==> config.mk <==
export PLATFORM = sky130hd
export DESIGN_NAME = piso_serializer
export DESIGN_NICKNAME = d
export VERILOG_FILES = /design/src/rtl/piso_serializer.sv
export SDC_FILE = /design/constraint.sdc
export NUM_CORES = 1
export LEC_CHECK = 0
export ABC_AREA = 1
export CAP_MARGIN = 20
export CORE_AREA = 2 2 39 41
export CTS_CLUSTER_DIAMETER = 100
export DETAILED_ROUTE_END_ITERATION = 8
export DIE_AREA = 0 0 41 43
export DONT_BUFFER_PORTS = 1
export PLACE_DENSITY = 0.41
export SLEW_MARGIN = 10
export SYNTH_ARGS = -nofsm -noshare
export SYNTH_HDL_FRONTEND = slang
export SYNTH_SLANG_ARGS = --single-unit
==> constraint.sdc <==
create_clock -name i_clk -period 1.5 [get_ports i_clk]
set_input_delay 0.375 -clock i_clk [delete_from_list [all_inputs] [get_ports i_clk]]
set_output_delay 0.375 -clock i_clk [all_outputs]
set_load 0.01 [all_outputs]
==> src/rtl/piso_serializer.sv <==
// piso_serializer: accepts a parallel word over valid/ready and shifts it out
// one bit per enabled clock, with stall support and gapless back-to-back words.
module piso_serializer #(
    parameter int DATA_WIDTH = 4,
    parameter bit LSB_FIRST  = 1'b0
) (
    input  logic                  i_clk,
    input  logic                  i_rst,
    input  logic [DATA_WIDTH-1:0] i_d,
    input  logic                  i_valid,
    output logic                  o_ready,
    input  logic                  i_shift_en,
    output logic                  o_sd,
    output logic                  o_sd_valid,
    output logic                  o_last,
    output logic                  o_busy
);
    localparam int CW = $clog2(DATA_WIDTH);
    localparam logic [CW-1:0] LAST = CW'(DATA_WIDTH - 1);

    typedef enum logic {IDLE, SHIFT} state_t;

    state_t                state, state_nx;
    logic [DATA_WIDTH-1:0] shreg, shreg_nx;
    logic [CW-1:0]         cnt, cnt_nx;
    logic                  at_last;

    always_ff @(posedge i_clk or negedge i_rst) begin
        if (!i_rst) begin
            state <= IDLE;
            shreg <= '0;
            cnt   <= '0;
        end else begin
            state <= state_nx;
            shreg <= shreg_nx;
            cnt   <= cnt_nx;
        end
    end

    always_comb begin
        at_last  = (state == SHIFT) && (cnt == LAST);
        o_ready  = (state == IDLE) || (at_last && i_shift_en);
        state_nx = state;
        shreg_nx = shreg;
        cnt_nx   = cnt;
        // A load on the final bit's edge takes priority, giving gapless words
        if (o_ready && i_valid) begin
            state_nx = SHIFT;
            shreg_nx = i_d;
            cnt_nx   = '0;
        end else if (state == SHIFT && i_shift_en) begin
            state_nx = at_last ? IDLE : SHIFT;
            shreg_nx = at_last ? '0 :
                       LSB_FIRST ? {1'b0, shreg[DATA_WIDTH-1:1]} : {shreg[DATA_WIDTH-2:0], 1'b0};
            cnt_nx   = at_last ? '0 : cnt + CW'(1);
        end
    end

    assign o_sd_valid = (state == SHIFT);
    assign o_sd       = o_sd_valid && (LSB_FIRST ? shreg[0] : shreg[DATA_WIDTH-1]);
    assign o_last     = at_last;
    assign o_busy     = o_sd_valid;
endmodule

==> results of run 1 <==
-- cells by family after synthesis --
kind of cell               after synthesis  synth area share (%)
buffers and inverters                    8                  8.94
AOI/OAI and AO/OA                        2                  3.64
and+or+nand+nor                         34                  37.8
adders and majority gates                1                  3.31
DFF                                      7                  46.4
-- layout make-up --
type / count / share of cell area (%)
multi-input cells: 37 / 40.9
flip-flops and latches: 7 / 40.3
clock buffers: 4 / 6.00
inverters: 7 / 6.00
well taps: 16 / 4.57
repair buffers: 1 / 2.29
-- state kept, by name (all words and copies together), names as in the netlist --
register and flops:
shreg 4, cnt 2, o_busy 1
-- layer usage --
metal | vias up | GRT usage [%]
met5 | - | 0
met2 | 8 | 15.3
met3 | 0 | 9.42
li1 | 168 | -
met1 | 149 | 13.7
met4 | 0 | 4.00
-- worst max-delay path by stage --
stage	to	slack (ps)	startpoint
floorplan	shreg[1]	350	cnt[0]
global placement	shreg[1]	200	cnt[0]
detailed placement	shreg[3]	210	cnt[0]
global route	o_ready	2	cnt[0]
CTS	o_last	4	cnt[0]
finish	o_ready	60	cnt[0]
-- stage by stage --
| stage | hold slack (ps) | power [µW] | util (%) | area [µm²] | setup slack (ps) |
|---|---|---|---|---|---|
| 2_1_floorplan | 79.4 | 530 | - | 378 | 345 |
| 3_3_place_gp | 79.6 | 578 | 28.2 | 390 | 202 |
| 3_5_place_dp | 79.6 | 577 | 28.2 | 390 | 214 |
| 4_1_cts | 255 | 756 | 30.9 | 428 | 4.45 |
| 5_1_grt | 272 | 850 | 31.6 | 438 | 2.04 |
| 6_report | 255 | 762 | 31.6 | 438 | 64.8 |
-- power breakdown --
group | switching, µW | total [µW] | internal (µW)
Sequential | 61.2 | 319 | 258
Combinational | 175 | 278 | 102
Clock | 64.3 | 165 | 101
Total | 301 | 762 | 462
-- repair_timing --
| item | 4_1_cts | 5_1_grt |
|---|---|---|
| setup endpoints to repair | 1 | 2 |
| endpoints found under the hold margin | 7 | 0 |
| resized for setup | 1 | 3 |
| hold buffers | 1 | 0 |
| pin swaps | 0 | 0 |
-- synth_stat cells --
| cell | n | share of area (%) |
|---|---|---|
| nand3_1 | 8 | 11 |
| nand2_1 | 22 | 22 |
| inv_1 | 6 | 6.0 |
| nor2_1 | 2 | 2.0 |
| buf_4 | 1 | 2.0 |
| a21oi_1 | 1 | 1.3 |
| dfrtp_1 | 7 | 46 |
| ha_1 | 1 | 3.3 |
| nor2_2 | 1 | 1.7 |
| inv_2 | 1 | 0.99 |
| nand2_2 | 1 | 1.7 |
| o21ai_2 | 1 | 2.3 |
==> impl_metrics.tcl, run 1 <==
set metrics [dict create \
    worst-r2r-cell-count 7 \
    antenna_cells 0 \
    worstSetupStartpointType "flip-flop" \
    vias 325 \
    drv_slew 0 \
    seqCellArea_um2 176 \
    antenna_found_initial 0 \
    synth_area_per_cell_um2 7.27 \
    cts_max_level 1 \
    peakVddDrop_mv 0.648 \
    slowest_delay_ps 400 \
    start_util_pct 27.3 \
    ys.warnings.count 0 \
    dr.max_layer_used "met3" \
    hold_class "in -> reg" \
    mostFrequentLayoutCells "nand2_1, nand3_1, inv_1, dfrtp_1, clkbuf_4" \
    syn-num-nets 61 \
    cts_tree "done" \
    syn-instance-count 52 \
    cp.depth 3 \
    hold_viol 0 \
    cp.required_ps 1120 \
    layout_commonest_cell "nand2_1" \
    post-route-period-util_pct 95.7 \
    met3_length_um 57 \
    worstPathCellList "ha_2 -> nand2_1 -> nand2_4" \
    clock-sinks 7 \
    setup_viol 0 \
    wirelength_um 775 \
    ant_nets 0 \
    slowest_stage "dfrtp_1" \
    grt_pass1_wl_um 1260 \
    fillCellCount 164 \
    cts_root_buf "clkbuf_4" \
    initialDrtViolationCount 5 \
    nNetsFinal 66 \
    wire_per_inst_um 10.8 \
    status "complete, no violations" \
    io_pins 13 \
    area_growth_pct 15.9 \
    hp-start "i_valid" \
    whs_path_depth 2 \
    path_buf_inv 0 \
    p_leak_uw 0.000247 \
    portBuffers 0 \
    timing.rr.start "cnt[0]" \
    synth_area_um2 378 \
    crit_family "flip-flops" \
    hpwlAfterDp_um 593 \
    fmax_ghz 0.697 \
    ys_types 12 \
    hold_path_end "o_busy" \
    die_area_um2 1760 \
    grt_max_degree 9 \
    met1_length_um 336 \
    grt_use_total_pct 11.6 \
    dieHeight_um 43 \
    clock_skew_ps 5.47 \
    insertion_delay_ps 250 \
    worst_slew_pin_slew_ps 322 \
    gp_congestion 0.693 \
    slew_headroom_pct 78.5 \
    grt-ovfl-total 0 \
    r2r_slack_ps 250 \
    routed_via_density 4.51 \
    dp_cells 67 \
    die_w_um 41 \
    r2r_end "shreg[3]" \
    multi_input_area_um2 179 \
    grt_pass1_vias 317 \
    path_class "reg -> out" \
    ys_seq_area_share_pct 46.4 \
    final_cells 72 \
    ys_seq_elements 7 \
    core_um2 1380 \
    num_rows 14 \
    maxCapViolCount 0 \
    power.density_nw_per_um2 1740 \
    numCtsBuffers 3 \
    fin_crit_ps 1440 \
    rsz0062_at_grt "false" \
    clkTransAtPathRegs_ps 50 \
    final.setup.tns_ps 0 \
    dr_wl_met2_um 382 \
    crit_fanout 7 \
    arrival_ps 1060 \
    drc_errors 0 \
    post_cts_buffers 0 \
    crit_path_end_kind "output pin" \
    firstDrtPassIters 4 \
    cts.path.max_buffers 2 \
    drive_gt1_share_pct 17.9 \
]
Note: power is estimated with default switching activity, not from simulation.
==> run 2, diff against run 1 <==
--- a/config.mk
+++ b/config.mk
@@ -5,14 +5,13 @@
 export SDC_FILE = /design/constraint.sdc
 export NUM_CORES = 1
 export LEC_CHECK = 0
-export ABC_AREA = 1
 export CAP_MARGIN = 20
 export CORE_AREA = 2 2 39 41
 export CTS_CLUSTER_DIAMETER = 100
 export DETAILED_ROUTE_END_ITERATION = 8
 export DIE_AREA = 0 0 41 43
 export DONT_BUFFER_PORTS = 1
-export PLACE_DENSITY = 0.41
+export PLACE_DENSITY = 0.46
 export SLEW_MARGIN = 10
 export SYNTH_ARGS = -nofsm -noshare
 export SYNTH_HDL_FRONTEND = slang
==> impl_metrics.tcl, run 2 <==
set metrics [dict create \
    status "complete, no violations" \
    synth_compound_area_share_pct 17.7 \
    muxShareOfSynthArea_pct 9.01 \
    routed_via_density 5.49 \
    cts.path.max_buffers 2 \
    ant_nets 0 \
    crit_fanout 13 \
    area_growth_pct 16.6 \
    synth_xor_area_share_pct 0 \
    synthSimpleGateAreaFrac_pct 23.1 \
    ys_seq_area_share_pct 39.4 \
    path_buf_inv 0 \
    synth_top_area_cell "dfrtp_1" \
    hp-start "i_valid" \
    synthTopCellsByCount "nand2_1, dfrtp_1, a31oi_1, mux2i_1, nor2b_1" \
    post-route-period-util_pct 96.1 \
    worst-r2r-cell-count 5 \
    cts_tree "done" \
    fin_crit_ps 1440 \
    seq_power_share_pct 38.0 \
    slew_headroom_pct 74.9 \
    num_rows 14 \
    fmax_ghz 0.694 \
    io_pins 13 \
    hold_path_end "o_busy" \
    mostFrequentLayoutCells "nand2_1, dfrtp_1" \
    worst_slew_pin_slew_ps 377 \
    ys_seq_elements 7 \
    clock-sinks 7 \
    drive_gt1_share_pct 20.4 \
    drv_slew 0 \
    synth.top_cell.area_share_pct 39.4 \
    synthTopCellsByArea "dfrtp_1, mux2i_1, nand2_1" \
    firstDrtPassIters 3 \
    p_leak_uw 0.000225 \
    portBuffers 0 \
    synthMostInstantiatedCell "nand2_1" \
    start_util_pct 32.1 \
    slowest_stage "dfrtp_1" \
    maxCapViolCount 0 \
    grt_pass1_vias 352 \
    holdWs_ps 222 \
    wirelength_um 1040 \
    numCtsBuffers 3 \
    whs_path_depth 2 \
    power.share.combinational_pct 42.4 \
    internal-power_uw 572 \
    grt_max_degree 14 \
    async_reset_ff_share_pct 100 \
    drc_errors 0 \
    clock_skew_ps 2.39 \
    hold_class "in -> reg" \
    worstSetupStartpointType "flip-flop" \
    antenna_cells 0 \
    gp_congestion 0.676 \
    cp.required_ps 1120 \
    r2r_slack_ps 180 \
    arrival_ps 1070 \
    insertion_delay_ps 260 \
    synth_top_family_by_area "simple AND/OR/NAND/NOR gates" \
    grt_use_total_pct 13.0 \
    setup_ws_ps 58.2 \
    cts_root_buf "clkbuf_4" \
    antenna_found_initial 0 \
    initialDrtViolationCount 2 \
    synth_edf_count 0 \
    hpwlAfterDp_um 696 \
    die_area_um2 1760 \
    hold_viol 0 \
    swShare_pct 36.3 \
    vias 384 \
    ys_types 20 \
    synth-adder-area-share_pct 2.82 \
    crit_path_end_kind "output pin" \
    power.density_nw_per_um2 1730 \
    worstPathCellList "and2_1" \
    place_worst_setup_slack_ps 164 \
    path_class "reg -> out" \
    grt-ovfl-total 0 \
    regMostFlops "shreg" \
    p_switching_uw 326 \
    nNetsFinal 64 \
    clock_power_share_pct 19.6 \
    dieHeight_um 43 \
    die_w_um 41 \
    peakVddDrop_mv 0.647 \
    setup_viol 0 \
    cts_max_level 1 \
    slowest_delay_ps 560 \
    synth_flop_cell "dfrtp_1" \
    timing.rr.start "cnt[1]" \
    crit_family "flip-flops" \
    synth_area_um2 444 \
    r2r_end "shreg[3]" \
    clkTransAtPathRegs_ps 50 \
    synth_area_per_cell_um2 9.25 \
    syn-num-nets 57 \
    layout_commonest_cell "nand2_1" \
    core_um2 1380 \
    largest_register_ffs 4 \
    syn-instance-count 48 \
    wire_per_inst_um 14.8 \
    grt_pass1_wl_um 1470 \
    ys.warnings.count 0 \
]
run 2: through the flow:
step / TNS [ps] / util (%) / total power, µW / std cells / cell area [µm²]
final: 0 / 37.4 / 898 / 70 / 518
after detailed placement: 0 / 31.8 / 612 / 61 / 440
after global routing: -3.53 / 37.4 / 973 / 70 / 518
after global placement: 0 / 31.8 / 597 / 61 / 440
after CTS: 0 / 35.4 / 829 / 66 / 489
after floorplan: 0 / - / 573 / 48 / 444
run 2: worst max path at each step:
stage	slack [ps]	start	end	cells after the start
after detailed placement	160	cnt[0]	o_last	2
after CTS	40	cnt[0]	o_last	2
final	60	o_busy	o_sd	1
after floorplan	230	cnt[0]	o_last	3
after global placement	170	cnt[0]	o_last	2
after global routing	-4	o_busy	o_sd	1
run 2: cell type report:
type | instances | area, µm²
Clock buffer | 4 | 26.3
Multi-Input combinational cell | 36 | 246
Fill cell | 153 | 866
Tap cell | 16 | 20.0
Sequential cell | 7 | 176
Inverter | 1 | 3.75
Timing Repair Buffer | 6 | 45.0
run 2: power groups by stage:
stage / Combinational [µW] / Sequential, µW / Clock [µW]
detailed placement: 284 / 328 / 0
global placement: 273 / 324 / 0
finish: 381 / 341 / 176
floorplan: 267 / 307 / 0
global route: 427 / 353 / 194
CTS: 316 / 336 / 177
run 2: routing by layer:
metal / GRT usage [%] / wire (µm) / part of all wire [%]
met5: 0 / 0 / 0
met4: 8.00 / 24 / 2.3
met3: 3.66 / 71 / 6.8
met2: 19.7 / 514 / 50
met1: 15.3 / 427 / 41
run 2: logic make-up after synthesis:
logic type	Yosys count
buf+inv	5
fa+ha+maj	1
simple gates	20
flops	7
mux	4
compound gates	11
run 2: timing repair:
action / CTS / global route
setup buffers: 0 / 4
setup endpoints to repair: 2 / 2
pin swaps: 0 / 1
gates cloned: 0 / 0
endpoints found under the hold margin: 7 / 0
hold buffers: 1 / 0
resized for setup: 2 / 1
